==> config.mk <==
export PLATFORM = sky130hd
export DESIGN_NAME = fetch_unit_flat
export DESIGN_NICKNAME = d
export VERILOG_FILES = /design/src/rtl/fetch_unit_if.sv /design/src/rtl/fetch_unit.sv /design/src/flat_wrapper.sv
export SDC_FILE = /design/constraint.sdc
export NUM_CORES = 1
export LEC_CHECK = 0
export ABC_AREA = 1
export CORE_ASPECT_RATIO = 0.8
export CORE_MARGIN = 5
export CORE_UTILIZATION = 40
export DETAILED_ROUTE_END_ITERATION = 12
export PLACE_DENSITY = 0.78
export SYNTH_ARGS = -nofsm -noshare
export SYNTH_HDL_FRONTEND = slang
export SYNTH_SLANG_ARGS = --single-unit
==> constraint.sdc <==
create_clock -name clk -period 2.67 [get_ports clk]
set_input_delay 0.534 -clock clk [delete_from_list [all_inputs] [get_ports clk]]
set_output_delay 0.534 -clock clk [all_outputs]
set_load 0.005 [all_outputs]
==> src/rtl/fetch_unit_if.sv <==
// Bus between the fetch unit and its environment: instruction memory port,
// pipeline control inputs, interrupt handshake and the IF/ID register outputs.
interface fetch_unit_if #(
  parameter int unsigned WIDTH = 16
);
  logic [31:0]      imem_addr;
  logic [WIDTH-1:0] imem_data;
  logic             fetch_pc_enable;
  logic             load_use;
  logic             flush_fetch;
  logic [1:0]       pc_sel;
  logic             branch_taken;
  logic [31:0]      pc_jmp;
  logic [31:0]      pc_mem;
  logic             interrupt;
  logic             ack;
  logic [WIDTH-1:0] instruction;
  logic [31:0]      pc_out;
  logic             imm_flag;
  logic             int_req;
  logic [31:0]      int_ret_pc;

  modport master (
    output imem_addr, instruction, pc_out, imm_flag, int_req, int_ret_pc,
    input  imem_data, fetch_pc_enable, load_use, flush_fetch, pc_sel, branch_taken,
           pc_jmp, pc_mem, interrupt, ack
  );

  modport slave (
    input  imem_addr, instruction, pc_out, imm_flag, int_req, int_ret_pc,
    output imem_data, fetch_pc_enable, load_use, flush_fetch, pc_sel, branch_taken,
           pc_jmp, pc_mem, interrupt, ack
  );
endinterface

==> src/rtl/fetch_unit.sv <==
// Instruction fetch stage: boots PC from imem[0..1], vectors interrupts through imem[2..3],
// and tags the word following an LDM as an immediate.
module fetch_unit #(
  parameter int unsigned WIDTH  = 16,
  parameter logic [4:0]  LDM_OP = 5'b10100
) (
  input logic          clk,
  input logic          rst,
  fetch_unit_if.master bus
);

  typedef enum logic [2:0] {StBootHi, StBootLo, StRun, StIntHi, StIntLo} state_e;

  state_e           st_q, st_d;
  logic [31:0]      pc_q, pc_d;
  logic [15:0]      hi_q, hi_d;
  logic             pend_q, pend_d;
  logic [WIDTH-1:0] instr_q, instr_d;
  logic [31:0]      pc_out_q, pc_out_d;
  logic             imm_q, imm_d;
  logic             int_req_q, int_req_d;
  logic [31:0]      int_ret_q, int_ret_d;
  logic [31:0]      addr;

  logic [15:0] word;
  logic [4:0]  opcode;
  logic        redirect;
  logic        stall;

  assign word     = bus.imem_data[15:0];
  assign opcode   = bus.imem_data[WIDTH-1 -: 5];
  assign redirect = (bus.pc_sel == 2'b01 && bus.branch_taken) || bus.pc_sel == 2'b10;
  assign stall    = bus.load_use || !bus.fetch_pc_enable;

  always_comb begin
    st_d      = st_q;
    pc_d      = pc_q;
    hi_d      = hi_q;
    pend_d    = pend_q;
    instr_d   = instr_q;
    pc_out_d  = pc_out_q;
    imm_d     = imm_q;
    int_req_d = int_req_q;
    int_ret_d = int_ret_q;
    addr      = pc_q;

    // An ack seen while the request is already up clears it; entry needs int_req_q=0.
    if (int_req_q && bus.ack) int_req_d = 1'b0;

    unique case (st_q)
      StBootHi, StIntHi: begin
        addr    = (st_q == StBootHi) ? 32'd0 : 32'd2;
        hi_d    = word;
        instr_d = '0;
        imm_d   = 1'b0;
        st_d    = (st_q == StBootHi) ? StBootLo : StIntLo;
      end
      StBootLo, StIntLo: begin
        addr    = (st_q == StBootLo) ? 32'd1 : 32'd3;
        pc_d    = {hi_q, word};
        instr_d = '0;
        imm_d   = 1'b0;
        st_d    = StRun;
      end
      StRun: begin
        if (redirect) begin
          pc_d    = (bus.pc_sel == 2'b10) ? bus.pc_mem : bus.pc_jmp;
          instr_d = '0;
          imm_d   = 1'b0;
          pend_d  = 1'b0;
        end else if (bus.flush_fetch) begin
          pc_d    = pc_q + 32'd1;
          instr_d = '0;
          imm_d   = 1'b0;
          pend_d  = 1'b0;
        end else if (stall) begin
          pc_d = pc_q;
        end else if (bus.interrupt && !int_req_q && !pend_q) begin
          int_ret_d = pc_q;
          int_req_d = 1'b1;
          instr_d   = '0;
          imm_d     = 1'b0;
          st_d      = StIntHi;
        end else begin
          instr_d  = bus.imem_data;
          pc_out_d = pc_q + 32'd1;
          pc_d     = pc_q + 32'd1;
          imm_d    = pend_q;
          // The immediate word itself is never decoded as an LDM.
          pend_d   = !pend_q && (opcode == LDM_OP);
        end
      end
      default: st_d = StBootHi;
    endcase
  end

  always_ff @(posedge clk) begin
    if (rst) begin
      st_q      <= StBootHi;
      pc_q      <= '0;
      hi_q      <= '0;
      pend_q    <= 1'b0;
      instr_q   <= '0;
      pc_out_q  <= '0;
      imm_q     <= 1'b0;
      int_req_q <= 1'b0;
      int_ret_q <= '0;
    end else begin
      st_q      <= st_d;
      pc_q      <= pc_d;
      hi_q      <= hi_d;
      pend_q    <= pend_d;
      instr_q   <= instr_d;
      pc_out_q  <= pc_out_d;
      imm_q     <= imm_d;
      int_req_q <= int_req_d;
      int_ret_q <= int_ret_d;
    end
  end

  assign bus.imem_addr   = addr;
  assign bus.instruction = instr_q;
  assign bus.pc_out      = pc_out_q;
  assign bus.imm_flag    = imm_q;
  assign bus.int_req     = int_req_q;
  assign bus.int_ret_pc  = int_ret_q;

endmodule

==> src/flat_wrapper.sv <==
// flat-port wrapper written by rule: the top's interface ports become plain ports
module fetch_unit_flat 
#(
  parameter int unsigned WIDTH  = 16,
  parameter logic [4:0]  LDM_OP = 5'b10100
)
  (clk, rst, bus_imem_addr, bus_instruction, bus_pc_out, bus_imm_flag, bus_int_req, bus_int_ret_pc, bus_imem_data, bus_fetch_pc_enable, bus_load_use, bus_flush_fetch, bus_pc_sel, bus_branch_taken, bus_pc_jmp, bus_pc_mem, bus_interrupt, bus_ack);
  fetch_unit_if #(.WIDTH(WIDTH)) bus_i ();
  input logic clk;
  input logic rst;
  output wire logic [$bits(bus_i.imem_addr)-1:0] bus_imem_addr;
  output wire logic [$bits(bus_i.instruction)-1:0] bus_instruction;
  output wire logic [$bits(bus_i.pc_out)-1:0] bus_pc_out;
  output wire logic [$bits(bus_i.imm_flag)-1:0] bus_imm_flag;
  output wire logic [$bits(bus_i.int_req)-1:0] bus_int_req;
  output wire logic [$bits(bus_i.int_ret_pc)-1:0] bus_int_ret_pc;
  input wire logic [$bits(bus_i.imem_data)-1:0] bus_imem_data;
  input wire logic [$bits(bus_i.fetch_pc_enable)-1:0] bus_fetch_pc_enable;
  input wire logic [$bits(bus_i.load_use)-1:0] bus_load_use;
  input wire logic [$bits(bus_i.flush_fetch)-1:0] bus_flush_fetch;
  input wire logic [$bits(bus_i.pc_sel)-1:0] bus_pc_sel;
  input wire logic [$bits(bus_i.branch_taken)-1:0] bus_branch_taken;
  input wire logic [$bits(bus_i.pc_jmp)-1:0] bus_pc_jmp;
  input wire logic [$bits(bus_i.pc_mem)-1:0] bus_pc_mem;
  input wire logic [$bits(bus_i.interrupt)-1:0] bus_interrupt;
  input wire logic [$bits(bus_i.ack)-1:0] bus_ack;
  assign bus_imem_addr = bus_i.imem_addr;
  assign bus_instruction = bus_i.instruction;
  assign bus_pc_out = bus_i.pc_out;
  assign bus_imm_flag = bus_i.imm_flag;
  assign bus_int_req = bus_i.int_req;
  assign bus_int_ret_pc = bus_i.int_ret_pc;
  assign bus_i.imem_data = bus_imem_data;
  assign bus_i.fetch_pc_enable = bus_fetch_pc_enable;
  assign bus_i.load_use = bus_load_use;
  assign bus_i.flush_fetch = bus_flush_fetch;
  assign bus_i.pc_sel = bus_pc_sel;
  assign bus_i.branch_taken = bus_branch_taken;
  assign bus_i.pc_jmp = bus_pc_jmp;
  assign bus_i.pc_mem = bus_pc_mem;
  assign bus_i.interrupt = bus_interrupt;
  assign bus_i.ack = bus_ack;
  fetch_unit #(.WIDTH(WIDTH), .LDM_OP(LDM_OP)) u_core (.clk(clk), .rst(rst), .bus(bus_i));
endmodule
==> results.md <==
* Routed via count at between 7k and 8k
* Die Ht at about 130 um
* Final setup viols at 1
* CP required at approximately 2100 ps
* Final HPWL DP at ~20,000 um
* CTS buffer count at 17
* Crit path max fanout at 32
* Boundary Pins at between 200 and 250
* Routability cong. at around 0.96
* Pwr dens at approximately 660 nW/um2
* Dpl cells at ~1.5k
* Starting Density at 0.403
* Largest net degree at the start of global routing at 65
* FP Rows at 43
* Syn_nets at roughly 1.2k
* Final hold slack at between 400 and 500 ps
* Drt drc at 0
* Unrepaired setup endpoints after global routing: true
* Fin worst setup slack at -5.39 ps
* Clock-pin slew on the worst setup and hold paths at roughly 60 ps
* Routed WL at 26,200 um
* Status: finished with violations
* Worst slew margin at 0.588
* Post-Synthesis Cells at between 1k and 1.5k
* Worst hold path type: flop to flop
* Post-layout min period at between 2000 and 3000 ps
* CTS tree: yes
* Avg Cell Area, Syn at ~6.4 um2
* Yosys reg bits at 134
* Area grow syn2layout at 42.4%
* Critical path class: flop to output pin
* YS warnings at 0
* Fraction of registers with async set/reset at 0
* Commonest non-fill, non-tap cell in the layout: nand2_1
* Post-Layout Cell Count at 1,502
* Worst r2r path cells at 9
* Hold path depth at 2
* Worst skew pair latency at between 400 and 500 ps
* Drt wl/cell at ~17 um
* GRT Residual Overflow at 0
* Worst slew pin tran at just over 600 ps
* Reg2reg start: u_core.pc_q[1]
* Peak VDD IR at roughly 0.00044 V
* Vias in the first global route at approximately 7.5k
* Most frequent cells in the layout: nand2_1 (237), clkdlybuf4s50_1 (203), nor2_1 (149)
* Mapped Area at slightly below 7000 um2
* # port buffers at 203
* Max-slew violations at 0
* Reg2Reg Setup Slack at roughly 400 ps
* Max_cap viols at 0
* Failing checks: setup timing
* Fmax at between 300 and 400 MHz
* Type of destination of the critical path: output pin
* Top cells by area, synth: dfxtp_1 (39%), nand2_1 (13%), a21oi_1 (8.5%)
* Initial antenna violation count at 0
* Post-CTS Setup Repair Bufs at 0
* CTS Sinks at approximately 130
* Leakage at between 3 and 4 nW
* Routed Antenna Nets at 0
* CP startpoint kind: flop
* Netlist cell types at 27
* Die width at 157 um
* Number of flops mapped to enable cells by yosys at 0
* 1st-iter DRT viols at approximately 950
* First-pass GRT wire length at 41,000 um
* Clock buffer depth at 2
* Root buffer cell: clkbuf_16
* RR Endpoint: u_core.pc_q[30]
* Share of layout cells above drive strength 1 at 0.0666
* Hold path startpoint: u_core.bus.int_ret_pc[26]
* Fill cell count at ~1.6k
* DRT Pass-1 Iters at 6
* Die area at 20,000 um2
* Nets at about 1.4k
* Area of the core at roughly 17,000 um2
* H-tree level count at 4
* ANT cells at 0
* Tot GR Track Use at 0.262
* Post-route clock period utilization at 1.00
* Most used DFF post-synth: dfxtp_1
* Hold Vio Cnt, Final at 0
* Hold Crit Endpoint: u_core.bus.int_ret_pc[26]
* Worst clock skew at roughly 8 ps
* Arrival time worst endpoint at between 2000 and 2500 ps
* Total power at between 0.006 and 0.007 W
* Share of the synthesized area in the top cell type at 0.388
* Yosys top cell by area: dfxtp_1
* Seq/Total Area, Yosys at 0.388
* CTS Hold Bufs at 0
* Vias per cell at 5.30
[layout make-up]
type	count	area, um2	area share
Clock buffer	19	453	0.0460
Clock inverter	13	170	0.0173
Inverter	112	420	0.0427
Multi-Input combinational cell	773	3560	0.362
Sequential cell	134	2690	0.273
Tap cell	225	282	0.0286
Timing Repair Buffer	226	2270	0.230
[cell families (layout without fill, tap and decap cells)]
logic type / after synthesis / after routing / share of synthesized area
and+or+nand+nor: 507 / 507 / 0.304
AOI/OAI and AO/OA: 258 / 258 / 0.198
buffers and inverters: 175 / 370 / 0.0996
DFF: 134 / 134 / 0.388
xor gates and xnor gates: 7 / 7 / 0.00887
adders and majority gates: 1 / 1 / 0.00181
[power breakdown]
group          internal [W]  switching [W]  leakage [nW]
Combinational      0.000636       0.000987          2.53
Clock               0.00153       0.000949         0.297
Sequential          0.00219       0.000233          1.09
[worst max-delay path, stage by stage (launching register included)]
cell and delay, ps:
dfxtp_1 370, inv_1 100, a21oi_2 170, inv_1 90, buf_12 180, nor2_1 230, clkdlybuf4s50_1 550
[layer usage]
metal | wire length [um] | track usage
met3 | 2900 | 0.0711
met1 | 11600 | 0.377
met2 | 11200 | 0.380
met4 | 603 | 0.0801
met5 | 0 | 0
[what timing repair did]
action                                  4_1_cts  5_1_grt
pin swaps                                     0        0
gates cloned                                  0        0
endpoints found under the setup margin        4       19
gates resized for setup                       3        4
[sequential cells by signal, summed over array words and instances (netlist names)]
signal,flops
u_core.bus.int_ret_pc,32
u_core.bus.pc_out,32
u_core.pc_q,32
u_core.bus.instruction,16
u_core.hi_q,16
u_core.st_q,3
u_core.bus.imm_flag,1
u_core.bus.int_req,1
u_core.pend_q,1
[through the flow]
stage / util / instance area (um2) / setup TNS, ps / setup WS [ps]
after floorplan: - / 6910 / 0 / 883
after global placement: 0.536 / 9200 / 0 / 339
after detailed placement: 0.536 / 9200 / 0 / 325
after CTS: 0.573 / 9830 / 0 / 30.1
after global routing: 0.573 / 9840 / -66.4 / -22.8
final: 0.573 / 9840 / -5.39 / -5.39
[synthesized netlist by cell type (5+ instances only)]
master      n
o211ai_1   18
a31oi_1    23
nand3_1   101
clkbuf_1   44
inv_1     106
xor2_1      6
dfxtp_1   134
buf_2      10
a21oi_1   117
o21ai_0    97
nand2_1   237
buf_4       5
nor2_1    151
inv_2       6
[how the worst max path moves through the flow]
stage                    from                    endpoint  slack (ps)  depth (start not counted)
6_report       u_core.st_q[2]           bus_imem_addr[11]          -5                          6
3_3_place_gp    bus_pc_sel[1]  u_core.bus.instruction[10]         340                         11
5_1_grt        u_core.st_q[2]           bus_imem_addr[11]         -20                          6
3_5_place_dp    bus_pc_sel[1]   u_core.bus.instruction[3]         320                         11
4_1_cts        u_core.st_q[1]            bus_imem_addr[0]          30                          6
2_1_floorplan   bus_pc_sel[1]        u_core.bus.pc_out[6]         880                         10
(Power assumes the default switching activity.)
